==> src/rtl/denorm_pkg.sv <==
// Shared constants for the normalizer/denormalizer pair: channel count, FSM states
// and the per-channel mean/std tables that both ends must agree on.
package denorm_pkg;

  localparam int N_CH = 8;

  typedef enum logic [1:0] {
    S_IDLE = 2'd0,
    S_LOAD = 2'd1,
    S_CALC = 2'd2,
    S_DONE = 2'd3
  } state_t;

  localparam logic signed [15:0] MEAN [0:N_CH-1] = '{
    16'sh0305, -16'sh0058, 16'sh0101, 16'sh013E,
    16'sh0144,  16'sh014E, 16'sh0154, 16'sh0133
  };

  // Std values are unsigned magnitudes; the MAC zero-extends them before multiplying.
  localparam logic [15:0] STD [0:N_CH-1] = '{
    16'h01F1, 16'h00FD, 16'h0110, 16'h0013,
    16'h002D, 16'h002B, 16'h0024, 16'h0029
  };

endpackage

==> src/rtl/denorm_mac.sv <==
// Combinational x = round(norm * std) + mean for one channel.
// DENORM_SAT_EN selects saturation to the 16-bit signed range; otherwise the sum wraps.
module denorm_mac
  import denorm_pkg::*;
#(
  parameter int W = 16
) (
  input  logic [W-1:0] norm,
  input  logic [W-1:0] std_val,
  input  logic [W-1:0] mean,
  output logic [W-1:0] result
);

  localparam logic signed [2*W:0] HALF_LSB = (2*W+1)'(128);

  logic signed [2*W:0]   prod;
  logic signed [2*W:0]   rnd;
  logic signed [2*W+1:0] sum;

  assign prod = $signed({{(W+1){norm[W-1]}}, norm}) * $signed({{(W+1){1'b0}}, std_val});
  // Adding half an LSB before the arithmetic shift rounds ties toward +inf.
  assign rnd  = (prod + HALF_LSB) >>> 8;
  assign sum  = $signed({rnd[2*W], rnd}) + $signed({{(W+2){mean[W-1]}}, mean});

`ifdef DENORM_SAT_EN
  logic fits;
  assign fits = (sum[2*W+1:W-1] == '0) || (sum[2*W+1:W-1] == '1);

  always_comb begin
    result = sum[W-1:0];
    if (!fits) begin
      result = sum[2*W+1] ? {1'b1, {(W-1){1'b0}}} : {1'b0, {(W-1){1'b1}}};
    end
  end
`else
  logic unused_sum_hi;
  assign unused_sum_hi = ^sum[2*W+1:W];
  assign result        = sum[W-1:0];
`endif

endmodule

==> src/rtl/denormalizer.sv <==
// Eight-channel Q8.8 -> raw sensor denormalizer: one shared MAC stepped across the
// channels by a small FSM. Overflow handling is set by DENORM_SAT_EN in denorm_mac.
module denormalizer #(
  parameter int N_CH = 8,
  parameter int W    = 16
) (
  input  logic         i_clk,
  input  logic         i_rst_n,
  input  logic         i_start,
  input  logic [W-1:0] i_norm [0:N_CH-1],
  output logic [W-1:0] o_data [0:N_CH-1],
  output logic         o_busy,
  output logic         o_finished
);

  import denorm_pkg::*;

  localparam int CW = $clog2(N_CH);

  state_t        state_reg;
  state_t        state_next;
  logic [CW-1:0] cnt_reg;
  logic [W-1:0]  norm_buf [0:N_CH-1];
  logic [W-1:0]  res_buf  [0:N_CH-1];
  logic [W-1:0]  mac_out;
  logic          last_ch;

  assign last_ch = (cnt_reg == CW'(N_CH - 1));
  assign o_busy  = (state_reg != S_IDLE);

  denorm_mac #(
    .W(W)
  ) u_mac (
    .norm    (norm_buf[cnt_reg]),
    .std_val (STD[cnt_reg]),
    .mean    (MEAN[cnt_reg]),
    .result  (mac_out)
  );

  always_ff @(posedge i_clk or posedge i_rst_n) begin
    if (i_rst_n) begin
      state_reg <= S_IDLE;
    end else begin
      state_reg <= state_next;
    end
  end

  always_comb begin
    state_next = state_reg;
    case (state_reg)
      S_IDLE:  if (i_start) state_next = S_LOAD;
      S_LOAD:  state_next = S_CALC;
      S_CALC:  if (last_ch) state_next = S_DONE;
      S_DONE:  state_next = S_IDLE;
      default: state_next = S_IDLE;
    endcase
  end

  always_ff @(posedge i_clk or posedge i_rst_n) begin
    if (i_rst_n) begin
      cnt_reg    <= '0;
      o_finished <= 1'b0;
      for (int i = 0; i < N_CH; i++) begin
        norm_buf[i] <= '0;
        res_buf[i]  <= '0;
        o_data[i]   <= '0;
      end
    end else begin
      o_finished <= 1'b0;
      case (state_reg)
        S_LOAD: begin
          cnt_reg <= '0;
          for (int i = 0; i < N_CH; i++) begin
            norm_buf[i] <= i_norm[i];
          end
        end
        S_CALC: begin
          cnt_reg          <= cnt_reg + CW'(1);
          res_buf[cnt_reg] <= mac_out;
          // The last channel is still on the MAC output, so publish it directly.
          if (last_ch) begin
            o_finished <= 1'b1;
            for (int i = 0; i < N_CH; i++) begin
              o_data[i] <= (CW'(i) == cnt_reg) ? mac_out : res_buf[i];
            end
          end
        end
        default: ;
      endcase
    end
  end

endmodule

==> config.mk <==
export PLATFORM = sky130hd
export DESIGN_NAME = denormalizer
export DESIGN_NICKNAME = d
export VERILOG_FILES = /design/src/rtl/denorm_pkg.sv /design/src/rtl/denorm_mac.sv /design/src/rtl/denormalizer.sv
export SDC_FILE = /design/constraint.sdc
export NUM_CORES = 1
export LEC_CHECK = 0
export CAP_MARGIN = 10
export CORE_ASPECT_RATIO = 0.5
export CORE_UTILIZATION = 35
export DETAILED_ROUTE_END_ITERATION = 7
export GPL_TIMING_DRIVEN = 0
export PLACE_DENSITY = 0.62
export RECOVER_POWER = 50
export SYNTH_ARGS = -nofsm -noshare
export SYNTH_HDL_FRONTEND = slang
export SYNTH_SLANG_ARGS = --single-unit
==> constraint.sdc <==
create_clock -name i_clk -period 20.5 [get_ports i_clk]
set_clock_uncertainty 0.05 [all_clocks]
set_input_delay 3.075 -clock i_clk [delete_from_list [all_inputs] [get_ports i_clk]]
set_output_delay 3.075 -clock i_clk [all_outputs]
set_load 0.05 [all_outputs]
## Word level (Yosys, flattened, before mapping)

Memory sizes are Yosys's and may differ from the RTL's.
Cells that the tools add are included.

- Register bits: 390
- Memory bits (read-only): 256
- Output and inout bits: 130
- Word-level logic and storage cells: 80
- Memories kept: 2

Memory list:

| memory | depth | width | read ports | clocked after Yosys merged registers in | write ports | RTL line | source |
|---|---|---|---|---|---|---|---|
| (no name shown) | 8 | 16 | 1 | 0 | 0 | denormalizer.sv:36 | `.mean (MEAN[cnt_reg]),` |
| (no name shown) | 8 | 16 | 1 | 0 | 0 | denormalizer.sv:35 | `.std_val (STD[cnt_reg]),` |

- Add/subtract/negate cells: 3
- Multipliers: 1
- $lt $le $gt $ge: 2
- Equal/unequal tests: 13
- Multiplexer cells: 24
- Bitwise operators: 1
- Reductions and logical operators: 7

Operators by type and width:

| kind | count |
|---|---|
| 2-to-1 mux 16 bit | 15 |
| bitwise mux 128 bit | 1 |
| binary-select mux 16 bit (select 3 bit) | 1 |
| demux 16 bit (select 3 bit) | 1 |
| adder 24 x 9 -> 24 bit (second input constant) | 1 |
| multiplier 16 x 17 -> 24 bit | 1 |
| adder 16 bit | 1 |
| == test 3 bit (first input constant) | 4 |
| case mux 2 bit (4 select lines) | 1 |
| == test 2 x 3 -> 1 bit (first input constant) | 2 |
| case mux 3 bit (2 select lines) | 1 |
| == test 2 bit (second input constant) | 2 |
| greater-or-equal comparator 4 bit (second input constant) | 1 |
| < comparator 4 x 1 -> 1 bit (second input constant) | 1 |
| 2-to-1 mux 2 bit | 2 |
| inequality test 2 bit (second input constant) | 2 |
| inverter 3 -> 4 bit | 1 |
| AND reduction 2 bit | 2 |
| nonzero test 2 bit | 2 |
| adder 3 x 1 -> 3 bit (second input constant) | 1 |
| == test 1 x 3 -> 1 bit (first input constant) | 1 |
| == test 3 bit (second input constant) | 1 |
| zero test 3 bit | 1 |
| == test 2 x 1 -> 1 bit (second input constant) | 1 |
| 3 further kinds | 4 |

## Logic depth before layout (Yosys ltp)

- Depth in word-level cells: 8
- Depth in mapped cells: 43

## Cells and area by module

From an unflattened synthesis, not the netlist that was laid out.

- Cell total of the unflattened synthesis: 2,080
- Area total of the unflattened synthesis: 23,686.5 um^2

By module, submodules not included:

| module | instances | cells each | area an instance (um^2) | sequential area each (um^2) |
|---|---|---|---|---|
| denormalizer | 1 | 1,204 | 16,131.7 | 9,359.0 |
| denorm_mac | 1 | 876 | 7,554.7 | 0.0 |

## Least setup slack after synthesis

OpenSTA, ideal clock, no wires.

- Kind: register to register
- Start point: reg cnt_reg[0]
- End point: reg res_buf[111] in the netlist's numbering
- Arrival: 9.415 ns
- Data required time: 20.326 ns
- Slack: 10.911 ns
- Stages on the path, launching flop included: 40
- Path buffers: 8
- Clock period less this slack: 9.589 ns
- Cell sequence: dfrtp_1 > buf_4 > buf_8 > clkbuf_1 > clkbuf_1 > inv_1 > clkbuf_1 > ha_1 > clkbuf_1 > o21ai_0 > nand2_1 > fa_1 > inv_1 > fa_1 > ha_1 > fa_1 > inv_1 > fa_1 > [4 not listed] > nand2b_1 > and3_1 > a221oi_1 > nor2b_1 > o21ai_0 > nand2b_1 > xor2_1 > ha_1 > o21a_1 > o31a_1 > o31a_1 > a311o_2 > o21ai_4 > o21a_2 > buf_6 > buf_6 > nor3_1 > a211o_1

- Word-level cells in the longest chain between the ends: 8

Ends and longest elaborated chain:

| what | RTL line | source |
|---|---|---|
| start: declaration | denormalizer.sv:22 | `logic [CW-1:0] cnt_reg;` |
| start signal: assignment | denormalizer.sv:78 | `cnt_reg <= cnt_reg + CW'(1);` |
| inverter 3 -> 4 bit (not written as such) * | -- |  |
| memory (8 x 16 bit) / binary-select mux 16 bit (select 3 bit) (equally long branches) | -- |  |
| 2-to-1 mux 16 bit, on equally long branches (2 in series) | denormalizer.sv:35, denormalizer.sv:34 |  |
| multiplier 16 x 17 -> 24 bit | denorm_mac.sv:20 | `assign prod = $signed({{(W+1){norm[W-1]}}, norm}) * $signed({{(W+1){1'b0}}, std_val});` |
| adder 24 x 9 -> 24 bit | denorm_mac.sv:22 | `assign rnd = (prod + HALF_LSB) >>> 8;` |
| adder 16 bit | denorm_mac.sv:23 | `assign sum = $signed({rnd[2*W], rnd}) + $signed({{(W+2){mean[W-1]}}, mean});` |
| bitwise mux 128 bit * | denormalizer.sv:79 | `res_buf[cnt_reg] <= mac_out;` |
| end signal: indexed assignment | denormalizer.sv:79 |  |
| end: declaration | denormalizer.sv:24 | `logic [W-1:0] res_buf [0:N_CH-1];` |

Every way passes the cells marked *; elsewhere a longest branch is shown, timed or not. The select of a mux whose other input is x is not followed.
A chain may end at the register's enable or synchronous reset.

## Worst setup path after layout

- Start point: reg cnt_reg[0]
- End point: reg res_buf[124] in the netlist's numbering

The elaborated chain is that of the path after synthesis.

==> impl_metrics.yaml <==
sta:
  fin_crit_ns: 12.87
  hold_violations: 0
  period_share: 0.628
  slew_headroom: -3.23
  worst_slew_pin_slew_ns: 6.34
  fin_setup_tns_ns: 0
  timing.fmax_mhz: 77.7
  rsz0062_at_grt: "false"
  drv_slew: 381
  finalSetupViolCount: 0
cts:
  cts_buffers: 38
  clk_latency_ns: 0.58
  cts_tree: "built"
  htreeDepth: 2
  cts_hold_buf: 0
  post_cts_resized: 0
  post-cts-setup-buffer-count: 0
  cts_max_path_buffers: 3
  clockRootBuffer: "clkbuf_16"
  cts_num_sinks: 374
  clk_pin_slew_ns: 0.07
logic_synthesis:
  yosysSeqAreaShare: 0.435
  syn_area_um2: 21500
  ys.flop_type: "dfrtp_1"
  syn_nets: 2456
  postSynthAreaPerCell_um2: 10.2
  async_flop_share: 1.00
  syn_inst: 2108
  synth_edf_count: 0
  synth-seq-cells: 374
  synth_cell_types: 61
  yosysWarnings: 0
route:
  drt-total-wl_mm: 68.3
  dr.pass1.iters: 5
  drc: 0
  vias: 17000
  via_per_inst: 5.22
  routedWlPerCell_um: 21.0
  drt_iter0_drc: 1492
  ant_nets: 0
setup_path:
  path_buf_inv: 11
  crit_required_ns: 20.92
  cp_data_arrival_time_ns: 13.30
  critPathLaunchType: "flip-flop"
  crit_family: "buffers and inverters"
  crit_fanout: 12
  path_class: "reg -> reg"
  crit_slowest_cell: "clkbuf_1"
  critical-path-max-stage-delay_ns: 0.83
  crit_top_cell: "clkbuf_1"
  endpoint_kind: "flip-flop"
global_routing:
  grt-ovfl-total: 0
  grt_usage: 0.218
  grt_pass1_wl_mm: 103
  grt_pass1_vias: 17000
  antenna_found_initial: 3
  grt_max_degree: 119
floorplanning:
  die_h_um: 177
  start_util: 0.359
  rows: 63
  ios: 261
  die-area_um2: 62600
  die_x_um: 353
  core_um2: 60000
cells_and_area:
  multi_input_area_um2: 11000
  fin_cells: 3259
  fillers: 5726
  drive_above_1_share: 0.103
  fin_util: 0.441
  seq_area_um2: 9360
  final_common_cell: "dfrtp_1"
  layout.nets: 2763
  reg.largest.list: "norm_buf (128), o_data (128), res_buf (112)"
  area_delta_synth_final_pct: 23.0
  layout_common_cells: "374 x dfrtp_1, 305 x nand2_1, 197 x o21ai_0, 158 x inv_1, 148 x mux2_2"
job:
  maxCapViolCount: 4
placement:
  globalplace.congestion: 0.909
  dp_hpwl_mm: 51.5
  io_buffers: 260
  placedCellCount: 3186
worst_hold_path:
  min_path_type: "reg -> reg"
run_status:
  status: "complete, but fails checks"
  violations: "max-capacitance violations, max-slew violations"
==> worst paths after layout <==
path | startpoint | to | slack [ns] | cells past startpoint
worst min register to register | res_buf[81] | res_buf[81] | 0.43 | 2
max in group asynchronous | i_rst_n | norm_buf[118] | 9.46 | 3
worst max-delay path | cnt_reg[0] | res_buf[124] | 7.63 | 36
min in group asynchronous | i_rst_n | o_data[86] | 3.81 | 2
worst max register to register | cnt_reg[0] | res_buf[124] | 7.63 | 36
worst min-delay path | res_buf[81] | res_buf[81] | 0.43 | 2
==> Yosys cell counts, types with 2 or more instances <==
cell type	n	area [µm²]
o31ai_1	8	60.1
clkbuf_1	110	413
nor2_1	117	439
xnor2_1	17	149
o22ai_1	4	25.0
or2_2	2	12.5
or3_1	4	25.0
o31a_1	2	17.5
a31oi_1	16	100
o21bai_1	2	15.0
a21oi_1	123	616
a211o_1	6	52.6
nand2_1	305	1140
a211oi_1	4	30.0
nor3b_1	4	30.0
fa_1	96	1920
dfrtp_1	374	9360
buf_1	13	48.8
nor3_1	4	20.0
mux2i_1	34	340
or4_1	12	90.1
buf_4	2	15.0
nand4_1	17	106
nand3_1	29	145
o21ai_1	12	60.1
a22oi_1	18	135
mux4_2	16	360
o211ai_1	8	60.1
buf_6	2	22.5
nor2b_1	10	62.6
ha_1	121	1510
mux2_2	148	1670
a21o_1	23	173
buf_2	2	10.0
o21a_1	21	158
nand2b_1	8	50.1
inv_1	159	597
xor2_1	11	96.3
and2_1	21	131
and3_1	5	31.3
o21ai_0	198	991
==> kinds of logic after synthesis <==
kind of cell	after synthesis	share of synthesized area
AO/OA/AOI/OAI	456	0.121
XOR/XNOR	31	0.0142
adder cells (fa/ha/maj)	217	0.160
buffers and inverters	290	0.0523
flip-flops	374	0.435
multiplexers	198	0.110
AND/OR/NAND/NOR	542	0.108
==> tightest hold or removal path, delay by kind of cell (launching register included) <==
family           cells  cell delay, ns
AND/OR/NAND/NOR      1            0.04
flip-flops           1            0.34
AO/OA/AOI/OAI        1            0.06
==> stage by stage <==
step | setup WS, ns | hold slack [ns] | area (µm²)
after floorplan | 6.99 | 0.392 | 21500
after global placement | 2.02 | 0.404 | 25100
after detailed placement | 8.57 | 0.413 | 25300
after CTS | 8.54 | 0.427 | 26600
after global routing | 7.03 | 0.446 | 26500
final | 7.63 | 0.426 | 26500
==> routing by layer <==
metal	global-route usage	wire length [µm]	share of wire	up-vias
li1	-	-	-	7755
met1	0.287	28800	0.42	8455
met2	0.362	32200	0.47	660
met3	0.0402	4990	0.073	127
met4	0.0743	2360	0.034	2
met5	0	13	0.00019	-
==> cell type report <==
class	instances	share of cell area
Clock buffer	54	0.0431
Sequential cell	374	0.353
Tap cell	812	0.0384
Buffer	130	0.0192
Inverter	160	0.0227
Antenna cell	2	0.000189
Multi-Input combinational cell	1444	0.417
Timing Repair Buffer	267	0.100
Clock inverter	16	0.00572
Power is not shown: default switching activity piles up to over one toggle a cycle in this logic, so the estimate is an artifact.
